File: src/rtl/imm_encoder.sv
// Packs a 32-bit immediate into a 21-bit instruction field and reports whether it fits.
// Results pass through a two-entry output buffer; failed packs feed a saturating error counter.
module imm_encoder #(
  parameter int DEPTH = 2
) (
  input  logic        clk,
  input  logic        rst,
  input  logic        in_valid,
  output logic        in_ready,
  input  logic [31:0] in_imm,
  input  logic [1:0]  in_src,
  output logic        out_valid,
  input  logic        out_ready,
  output logic [20:0] out_field,
  output logic        out_fit,
  output logic [15:0] err_count
);

  localparam int PTR_W = (DEPTH > 1) ? $clog2(DEPTH) : 1;
  localparam int CNT_W = $clog2(DEPTH + 1);
  localparam logic [CNT_W-1:0] FULL = CNT_W'(DEPTH);

  // Returns {fit, field}; field is zeroed whenever the value does not fit.
  function automatic logic [21:0] encode(input logic [31:0] imm, input logic [1:0] src);
    logic        fit;
    logic [20:0] field;
    fit   = 1'b0;
    field = '0;
    case (src)
      2'b00: begin
        fit   = (imm[31:7] == '0);
        field = {14'b0, imm[6:0]};
      end
      2'b01: begin
        fit   = (imm[31:11] == '0);
        field = {10'b0, imm[10:0]};
      end
      2'b10: begin
        // bit 22 is included so the upper sign extension reproduces imm exactly
        fit   = (imm[1:0] == 2'b00) && ((imm[31:22] == '0) || (imm[31:22] == '1));
        field = imm[22:2];
      end
      default: begin
        fit   = 1'b0;
        field = '0;
      end
    endcase
    if (!fit) field = '0;
    return {fit, field};
  endfunction

  function automatic logic [15:0] sat_inc(input logic [15:0] val);
    return (val == 16'hFFFF) ? val : val + 16'd1;
  endfunction

  // Stage p0: combinational encode of the presented request
  logic [21:0] enc_p0;
  logic        push, pop;

  assign enc_p0 = encode(in_imm, in_src);

  logic [CNT_W-1:0] count;
  logic [PTR_W-1:0] wr_ptr, rd_ptr;

  assign in_ready  = (count < FULL);
  assign out_valid = (count != '0);
  assign push      = in_valid && in_ready && !rst;
  assign pop       = out_valid && out_ready;

  // Stage p1: buffered results, data registers carry no reset
  logic [20:0] field_p1 [DEPTH];
  logic        fit_p1   [DEPTH];

  always_ff @(posedge clk) begin
    if (push) begin
      field_p1[wr_ptr] <= enc_p0[20:0];
      fit_p1[wr_ptr]   <= enc_p0[21];
    end
  end

  always_ff @(posedge clk) begin
    if (rst) begin
      count     <= '0;
      wr_ptr    <= '0;
      rd_ptr    <= '0;
      err_count <= '0;
    end else begin
      if (push) begin
        wr_ptr <= (wr_ptr == PTR_W'(DEPTH - 1)) ? '0 : wr_ptr + 1'b1;
        if (!enc_p0[21]) err_count <= sat_inc(err_count);
      end
      if (pop) rd_ptr <= (rd_ptr == PTR_W'(DEPTH - 1)) ? '0 : rd_ptr + 1'b1;
      case ({push, pop})
        2'b10:   count <= count + 1'b1;
        2'b01:   count <= count - 1'b1;
        default: count <= count;
      endcase
    end
  end

  assign out_field = out_valid ? field_p1[rd_ptr] : '0;
  assign out_fit   = out_valid ? fit_p1[rd_ptr]   : 1'b0;

endmodule

File: config.mk
export PLATFORM = sky130hd
export DESIGN_NAME = imm_encoder
export DESIGN_NICKNAME = d
export VERILOG_FILES = /design/src/rtl/imm_encoder.sv
export SDC_FILE = /design/constraint.sdc
export NUM_CORES = 1
export LEC_CHECK = 0
export CAP_MARGIN = 30
export CORE_ASPECT_RATIO = 1.2
export CORE_UTILIZATION = 54
export CTS_BUF_LIST = sky130_fd_sc_hd__clkbuf_8
export CTS_CLUSTER_DIAMETER = 120
export DETAILED_ROUTE_END_ITERATION = 16
export PLACE_DENSITY = 0.87
export SETUP_SLACK_MARGIN = 0.2
export SLEW_MARGIN = 20
export SYNTH_ARGS = -nofsm -noshare
export SYNTH_HDL_FRONTEND = slang
export SYNTH_SLANG_ARGS = --single-unit
File: constraint.sdc
create_clock -name clk -period 5.7 [get_ports clk]
set_clock_uncertainty 0.1 [all_clocks]
set_input_delay 1.425 -clock clk [delete_from_list [all_inputs] [get_ports clk]]
set_output_delay 1.425 -clock clk [all_outputs]
set_load 0.02 [all_outputs]
Word level (Yosys, flattened, before mapping)

Memories as Yosys holds them, arrays and structs flattened. A register that Yosys moved wholly into a read port is not among the register bits.
Index checks and enable logic that the tools add are counted.
Widths: inputs -> output; s select.

Add/subtract/negate cells: 5
Order comparisons: 1
Eq/ne operators: 6
Multiplexer cells: 14
Bitwise logic cells: 2
Reduce and logical (&&, ||, !) cells: 14

Operators by type and width:

| kind                  | count |
|---|---|
| $pmux 21 s3           | 1 |
| $mux 21               | 2 |
| $logic_not 25->1      | 1 |
| $logic_not 21->1      | 1 |
| $add 16x1->16 const B | 1 |
| $eq 16x16->1 const B  | 1 |
| $eq 10x10->1 const B  | 1 |
| $logic_not 10->1      | 1 |
| $mux 1                | 9 |
| $eq 2x1->1 const B    | 2 |
| $eq 2x2->1 const B    | 2 |
| $logic_and 1x1->1     | 4 |
| $logic_not 2->1       | 2 |
| $pmux 2 s2            | 1 |
| $reduce_bool 2->1     | 2 |
| $pmux 1 s3            | 1 |
| $reduce_and 3->1      | 1 |
| $add 1x1->1 const B   | 2 |
| $add 2x1->2 const B   | 1 |
| $lt 2x2->1 const B    | 1 |
| $not 1->1             | 2 |
| $sub 2x1->2 const B   | 1 |
| $logic_not 1->1       | 1 |
| $logic_or 1x1->1      | 1 |

Register bits after elaboration: 20
RAM bits: 44
Output and inout port bits: 40
Word-level logic and storage cells: 48
Memories: 2

Memories:

| name     | words | width | rd ports | clocked after Yosys merged registers in | wr ports | line | text |
|---|---|---|---|---|---|---|---|
| field_p1 | 2     | 21    | 1        | 1                                       | 1        | 71   | `logic [20:0] field_p1 [DEPTH];` |
| fit_p1   | 2     | 1     | 1        | 1                                       | 1        | 72   | `logic fit_p1 [DEPTH];` |

Logic depth before layout (Yosys ltp)

Gate-level depths: netlist of run 1.

Depth after elaboration: 6
Gate-level depth with buffers: 8

Worst setup path before layout of run 1

No wires, ideal clock.

Kind: input to register
Start: input rst
End: memory field_p1[0][0] (enable)
Library setup time: 0.401 ns
Data arrival time: 2.732 ns
Data required time: 5.199 ns
Setup slack: 2.468 ns
Cell stages on the path: 4
Path buffers: 0
Cell sequence: inv_1 and3_1 inv_1 nor2_1

Longest elaborated chain between the ends: 4

Ends and longest elaborated chain:

| what                         | line | text |
|---|---|---|
| from (decl)                  | 7    | `input logic rst,` |
| $logic_not 1->1              | 67   | `assign push = in_valid && in_ready && !rst;` |
| $logic_and 1x1->1            | 67   |  |
| $mux 1                       | 75   | `if (push) begin` |
| $mux 1 (not written as such) | 76   | `field_p1[wr_ptr] <= enc_p0[20:0];` |
| to (decl)                    | 71   |  |

Every way passes these cells.

Worst setup path after layout of run 1

Start: input rst
End: register err_count[8]

Longest elaborated chain between the ends: 3

Ends and longest elaborated chain:

| what                       | line | text |
|---|---|---|
| $logic_not 1->1            | 67   |  |
| $logic_and 1x1->1          | 67   |  |
| $reduce_and 3->1 (no line) | n/a  |  |
| to (signal assigned)       | 90   | `if (!enc_p0[21]) err_count <= sat_inc(err_count);` |
| to (decl)                  | 16   | `output logic [15:0] err_count` |

Several ways; a longest one is shown, not always the timed one.
A chain may end at the register's enable or synchronous reset.

==> qor.yml, run 1 <==
vias: 2428
comb_power_share: 0.325
nNetsFinal: 395
dr.first_iter.drc_count: 209
grt_setup_unrepaired: "no"
io_buffers: 77
outcome: "complete, no violations"
ys_async_sr_fraction: 0
min_path_type: "flop to flop"
syn2layout_area_growth_pct: 34.3
required_ns: 5.82
critPathMaxFanout: 23
p_sw_frac: 0.313
slew_headroom: 0.417
finalHoldViolCount: 0
root_buffer: "clkbuf_8"
antenna_found_initial: 0
post_cts_buffers: 0
ys_warn_count: 0
ant_nets: 0
core.rowCount: 29
ctsHtreeMaxLevel: 3
power_mw: 1.37
power_density_nw_per_um2: 341
firstDrtPassIters: 5
drive_above_1_share: 0.0611
p_sw_mw: 0.429
routabilityCongestion: 0.846
final_cells: 422
hpwl_um: 4790
synth_fp_nets: 314
path_cells: "clkdlybuf4s50_1, inv_1, and3_1, o211ai_2, nor3b_2, and3_1, mux2_4"
critPathCaptureType: "flop"
maxCapViolations: 0
routed_wl_um: 6950
die_area_um2: 5840
peakVddDrop_mv: 0.193
crit_path_frequent_cell: "and3_1"
boundaryPins: 78
start_util: 0.565
diodes: 0
drt-vias-per-instance: 5.75
grt_overflow: 0
avgSynthCellArea_um2: 10.9
cts_hold_buffers: 0
core_um2: 5300
cts.sinks: 65
fmax_mhz: 251
total_leakage_power_nw: 1.39
syn-cell-area_um2: 2990
period_share: 0.699
cts_buffers: 9
die_w_um: 69.9
synth_largest_area_cell: "edfxtp_1"
fillerInstances: 361
synth_cells: 274
yosys-top-cells-area: "edfxtp_1, dfxtp_1, nor2_1, mux2i_1, xnor2_1"
cts_resized: 0
setup_tns_ns: 0
final_common_cell: "clkdlybuf4s50_1"
finalHoldWorstSlack_ns: 0.418
ys_ff_latch: 65
cp_top_family: "buffers and inverters"
die_h_um: 83.5
slowest_delay_ns: 0.82
final_cell_mix: "clkdlybuf4s50_1, nor2_1, edfxtp_1"
path_buf_inv: 2
synth_top_flop_cell: "edfxtp_1"
cts_tree: "built"
crit_type: "input pin to flop"
insertion_delay_ns: 0.34
p_clk_frac: 0.262
drv_slew: 0
route.detailed.drc: 0
crit_arrival_ns: 4.11
ys_seq_area_frac: 0.582
finalSetupViolations: 0
fin_crit_ns: 3.98
critPathLaunchType: "input pin"
clk_pin_slew_ns: 0.06
intPower_mw: 0.942
clock_path_buffers: 2
synth-edff-count: 44
grtUsageTotal: 0.249
power_frac_seq: 0.414
grt_pass1_vias: 2314
ys_types: 34
dpl.cell_count: 405
grt_max_degree: 25
post_drt_wl_per_cell_um: 16.5
synth_top_area_share: 0.442
worst-slew-pin-transition_ns: 0.874
grt_pass1_wl_um: 11000
cpMaxStageDelayCell: "clkdlybuf4s50_1"
==> through the flow <==
step	instance area (µm²)	setup slack, ns	utilization
final	4020	1.72	0.758
after global routing	4020	1.59	0.758
after CTS	4010	1.75	0.756
after detailed placement	3830	1.44	0.723
after global placement	3820	1.57	0.721
after floorplan	2990	2.47	-
==> registers in the layout, summed over array words and instances (netlist names), named ones only <==
signal / flops
field_p1: 42
err_count: 16
count: 2
fit_p1: 2
rd_ptr: 1
wr_ptr: 1
==> cell type report <==
class / count / area [µm²] / share of cell area
Timing Repair Buffer: 82 / 816 / 0.203
Clock buffer: 9 / 124 / 0.0308
Inverter: 5 / 18.8 / 0.00467
Tap cell: 62 / 77.6 / 0.0193
Sequential cell: 65 / 1740 / 0.434
Multi-Input combinational cell: 192 / 1190 / 0.295
Clock inverter: 7 / 53.8 / 0.0134
==> cells in the mapped netlist (all sizes together), types with 2 or more instances <==
cell type	number
a31o	2
a22oi	4
xnor2	14
dfxtp	21
inv	5
nor2b	11
nor4	10
or4	2
nand2	10
nand3	4
nor3	2
mux2i	22
clkbuf	8
nor2	60
nand4	5
edfxtp	44
o21ai	2
buf	4
and2	10
ha	2
and3	7
a21oi	12
nor3b	4
==> layer usage <==
metal	wire, µm	vias to the layer above	part of all wire	track usage
li1	-	1142	-	-
met1	2730	1131	0.39	0.289
met2	3600	141	0.52	0.421
met3	503	14	0.072	0.0713
met4	124	0	0.018	0.118
met5	0	-	0	0
==> path summary, 6_finish.rpt <==
path / from / slack, ns / cells past startpoint / endpoint
max: rst / 1.72 / 7 / err_count[8]$_SDFFE_PP0P_
min: count[1]$_SDFFE_PP0P_ / 0.42 / 2 / count[1]$_SDFFE_PP0P_
max reg2reg: err_count[6]$_SDFFE_PP0P_ / 3.29 / 6 / err_count[8]$_SDFFE_PP0P_
min reg2reg: count[1]$_SDFFE_PP0P_ / 0.42 / 2 / count[1]$_SDFFE_PP0P_
==> kinds of logic after synthesis <==
group           synth area share
buf+inv                   0.0222
xor+xnor                  0.0439
mux                       0.0786
flops                      0.582
simple gates               0.212
fa+ha+maj                0.00836
compound gates            0.0523
==> tightest hold or removal path: stages (launching register included) <==
cell	delay, ns
dfxtp_1	0.34
o21ai_0	0.08
a21oi_1	0.06
==> power groups by stage <==
| stage | Combinational [mW] | Sequential, mW | Clock [mW] |
|---|---|---|---|
| 4_1_cts | 0.447 | 0.568 | 0.362 |
| 3_5_place_dp | 0.445 | 0.578 | 0 |
| 5_1_grt | 0.479 | 0.571 | 0.386 |
| 2_1_floorplan | 0.262 | 0.558 | 0 |
| 6_report | 0.445 | 0.567 | 0.359 |
| 3_3_place_gp | 0.435 | 0.576 | 0 |
(Power assumes the default switching activity.)
==> run 2: changes to the inputs <==
--- a/config.mk
+++ b/config.mk
@@ -7,11 +7,11 @@
 export LEC_CHECK = 0
 export CAP_MARGIN = 30
 export CORE_ASPECT_RATIO = 1.2
-export CORE_UTILIZATION = 54
+export CORE_UTILIZATION = 50
 export CTS_BUF_LIST = sky130_fd_sc_hd__clkbuf_8
 export CTS_CLUSTER_DIAMETER = 120
 export DETAILED_ROUTE_END_ITERATION = 16
-export PLACE_DENSITY = 0.87
+export PLACE_DENSITY = 0.82
 export SETUP_SLACK_MARGIN = 0.2
 export SLEW_MARGIN = 20
 export SYNTH_ARGS = -nofsm -noshare
==> constraint.sdc (replaced) <==
create_clock -name clk -period 4.13 [get_ports clk]
set_clock_uncertainty 0.1 [all_clocks]
set_input_delay 1.0325 -clock clk [delete_from_list [all_inputs] [get_ports clk]]
set_output_delay 1.0325 -clock clk [all_outputs]
set_load 0.02 [all_outputs]
==> run 2 against run 1 <==
Non-clock buffer count rose by 3. Flip-flop and latch count stayed put. Wire length decreased by 7.0%. Register-to-register slack lost 1.3 ns. Worst hold slack better by 0.0028 ns. Critical path type unchanged. Largest power group unchanged.
==> qor.yml, run 2 (synthesis results as in run 1) <==
grt_pass1_wl_um: 9980  # -9.1%
clk_pin_slew_ns: 0.07  # about the same
crit_arrival_ns: 3.36  # -0.75 ns
syn2layout_area_growth_pct: 35.6
antenna_found_initial: 0  # unchanged
finalSetupViolations: 0  # unchanged
p_sw_mw: 0.597  # +39%
die_area_um2: 6300  # +7.8%
hpwl_um: 4510  # -6.0%
die_h_um: 86.7  # +3.8%
grt_setup_unrepaired: "no"
period_share: 0.796
worst-slew-pin-transition_ns: 0.785  # -0.0891 ns
grt_max_degree: 25  # unchanged
cts.sinks: 65  # unchanged
ctsHtreeMaxLevel: 3  # unchanged
post_cts_buffers: 0  # unchanged
drv_slew: 0  # unchanged
diodes: 0  # unchanged
fmax_mhz: 304
maxCapViolations: 0  # unchanged
p_sw_frac: 0.315  # +0.00162
final_common_cell: "clkdlybuf4s50_1"
fillerInstances: 468  # +30%
min_path_type: "flop to flop"
regMostFlops: "field_p1"
path_buf_inv: 3  # +1
largest_register_ffs: 42  # unchanged
outcome: "complete, no violations"
core_um2: 5710  # +7.7%
required_ns: 4.20  # -1.62 ns
finalHoldViolCount: 0  # unchanged
cts_buffers: 9  # unchanged
critPathLaunchType: "input pin"
finalHoldWorstSlack_ns: 0.421  # +0.00280 ns
path_cells: "clkdlybuf4s50_1, nor2b_1, o211a_1, buf_4, nor2_1, buf_4, nor2_1"
power_density_nw_per_um2: 467  # +37%
crit_type: "input pin to flop"
drt-vias-per-instance: 5.32  # -7.6%
setup_tns_ns: 0  # unchanged
biggestRegsByFlops: "field_p1: 42 flops, err_count: 16 flops"
total_leakage_power_nw: 1.41  # +0.87%
route.detailed.drc: 0  # unchanged
firstDrtPassIters: 4  # -1
start_util: 0.524  # -0.0404
boundaryPins: 78  # unchanged
grt_overflow: 0  # unchanged
intPower_mw: 1.30  # +38%
critPathMaxFanout: 23  # unchanged
comb_power_share: 0.339  # +0.014
root_buffer: "clkbuf_8"
routabilityCongestion: 0.853  # +0.85%
ant_nets: 0  # unchanged
p_clk_frac: 0.261  # about the same
insertion_delay_ns: 0.34  # about the same
dr.first_iter.drc_count: 186  # -11%
critPathCaptureType: "flop"
post_drt_wl_per_cell_um: 14.6  # -11%
cts_tree: "built"
slowest_delay_ns: 0.69  # -0.13 ns
cts_hold_buffers: 0  # unchanged
routed_wl_um: 6470  # -7.0%
io_buffers: 77  # unchanged
final_cell_mix: "clkdlybuf4s50_1, nor2_1, edfxtp_1"
power_frac_seq: 0.399  # -0.015
drive_above_1_share: 0.0689  # +0.00776
cp_top_family: "buffers and inverters"
vias: 2355  # -3.0%
core.rowCount: 30  # +3.4%
cpMaxStageDelayCell: "nor2b_1"
grtUsageTotal: 0.215  # -0.0343
cts_resized: 0  # unchanged
die_w_um: 72.6  # +3.8%
grt_pass1_vias: 2236  # -3.4%
slew_headroom: 0.476  # +0.0591
peakVddDrop_mv: 0.202  # +4.7%
fin_crit_ns: 3.29
nNetsFinal: 398  # +0.76%
clock_path_buffers: 2  # unchanged
[run 2: cell type report]
type                       instances  area [µm²]  area share
tap                               80         100      0.0247
clock buffer                       9         124      0.0305
timing repair buffer              85         831       0.205
sequential                        65        1740       0.429
inverter                           5        18.8     0.00463
multi-input combinational        192        1190       0.293
clock inverter                     7        53.8      0.0133
[run 2: path summary, 6_finish.rpt]
check	start	endpoint	slack [ns]	cells past startpoint
min	rd_ptr$_SDFFE_PP0P_	rd_ptr$_SDFFE_PP0P_	0.42	2
max reg2reg	err_count[0]$_SDFFE_PP0P_	err_count[8]$_SDFFE_PP0P_	1.96	6
max	in_src[1]	field_p1[1][8]$_DFFE_PP_	0.84	7
min reg2reg	rd_ptr$_SDFFE_PP0P_	rd_ptr$_SDFFE_PP0P_	0.42	2
[run 2: through the flow]
step            util  cells  power [mW]  cell area, µm²  setup slack [ns]
2_1_floorplan      -    274        1.13            2990              1.29
3_3_place_gp   0.680    427        1.40            3880             0.661
3_5_place_dp   0.680    427        1.41            3880             0.513
4_1_cts        0.711    443        1.91            4060             0.860
5_1_grt        0.711    443        1.96            4060             0.640
6_report       0.711    443        1.90            4060             0.843
[run 2: worst min-delay path: cells and delay by family, from the launching register on]
kind	cells	cell delay [ns]
xor gates and xnor gates	1	0.09
DFF	1	0.32
and+or+nand+nor	1	0.08
[run 2: power by group through the flow]
stage | clock (mW) | combinational [mW] | sequential (mW)
6_report | 0.495 | 0.643 | 0.757
5_1_grt | 0.522 | 0.682 | 0.761
4_1_cts | 0.504 | 0.646 | 0.757
3_5_place_dp | 0 | 0.643 | 0.771
3_3_place_gp | 0 | 0.631 | 0.769
2_1_floorplan | 0 | 0.362 | 0.770
[run 2: metal layers]
layer | share of wire | track usage | vias up
met5 | 0 | 0 | -
met4 | 0.021 | 0.134 | 0
met3 | 0.075 | 0.0430 | 13
met2 | 0.50 | 0.359 | 103
met1 | 0.41 | 0.252 | 1097
li1 | - | - | 1142
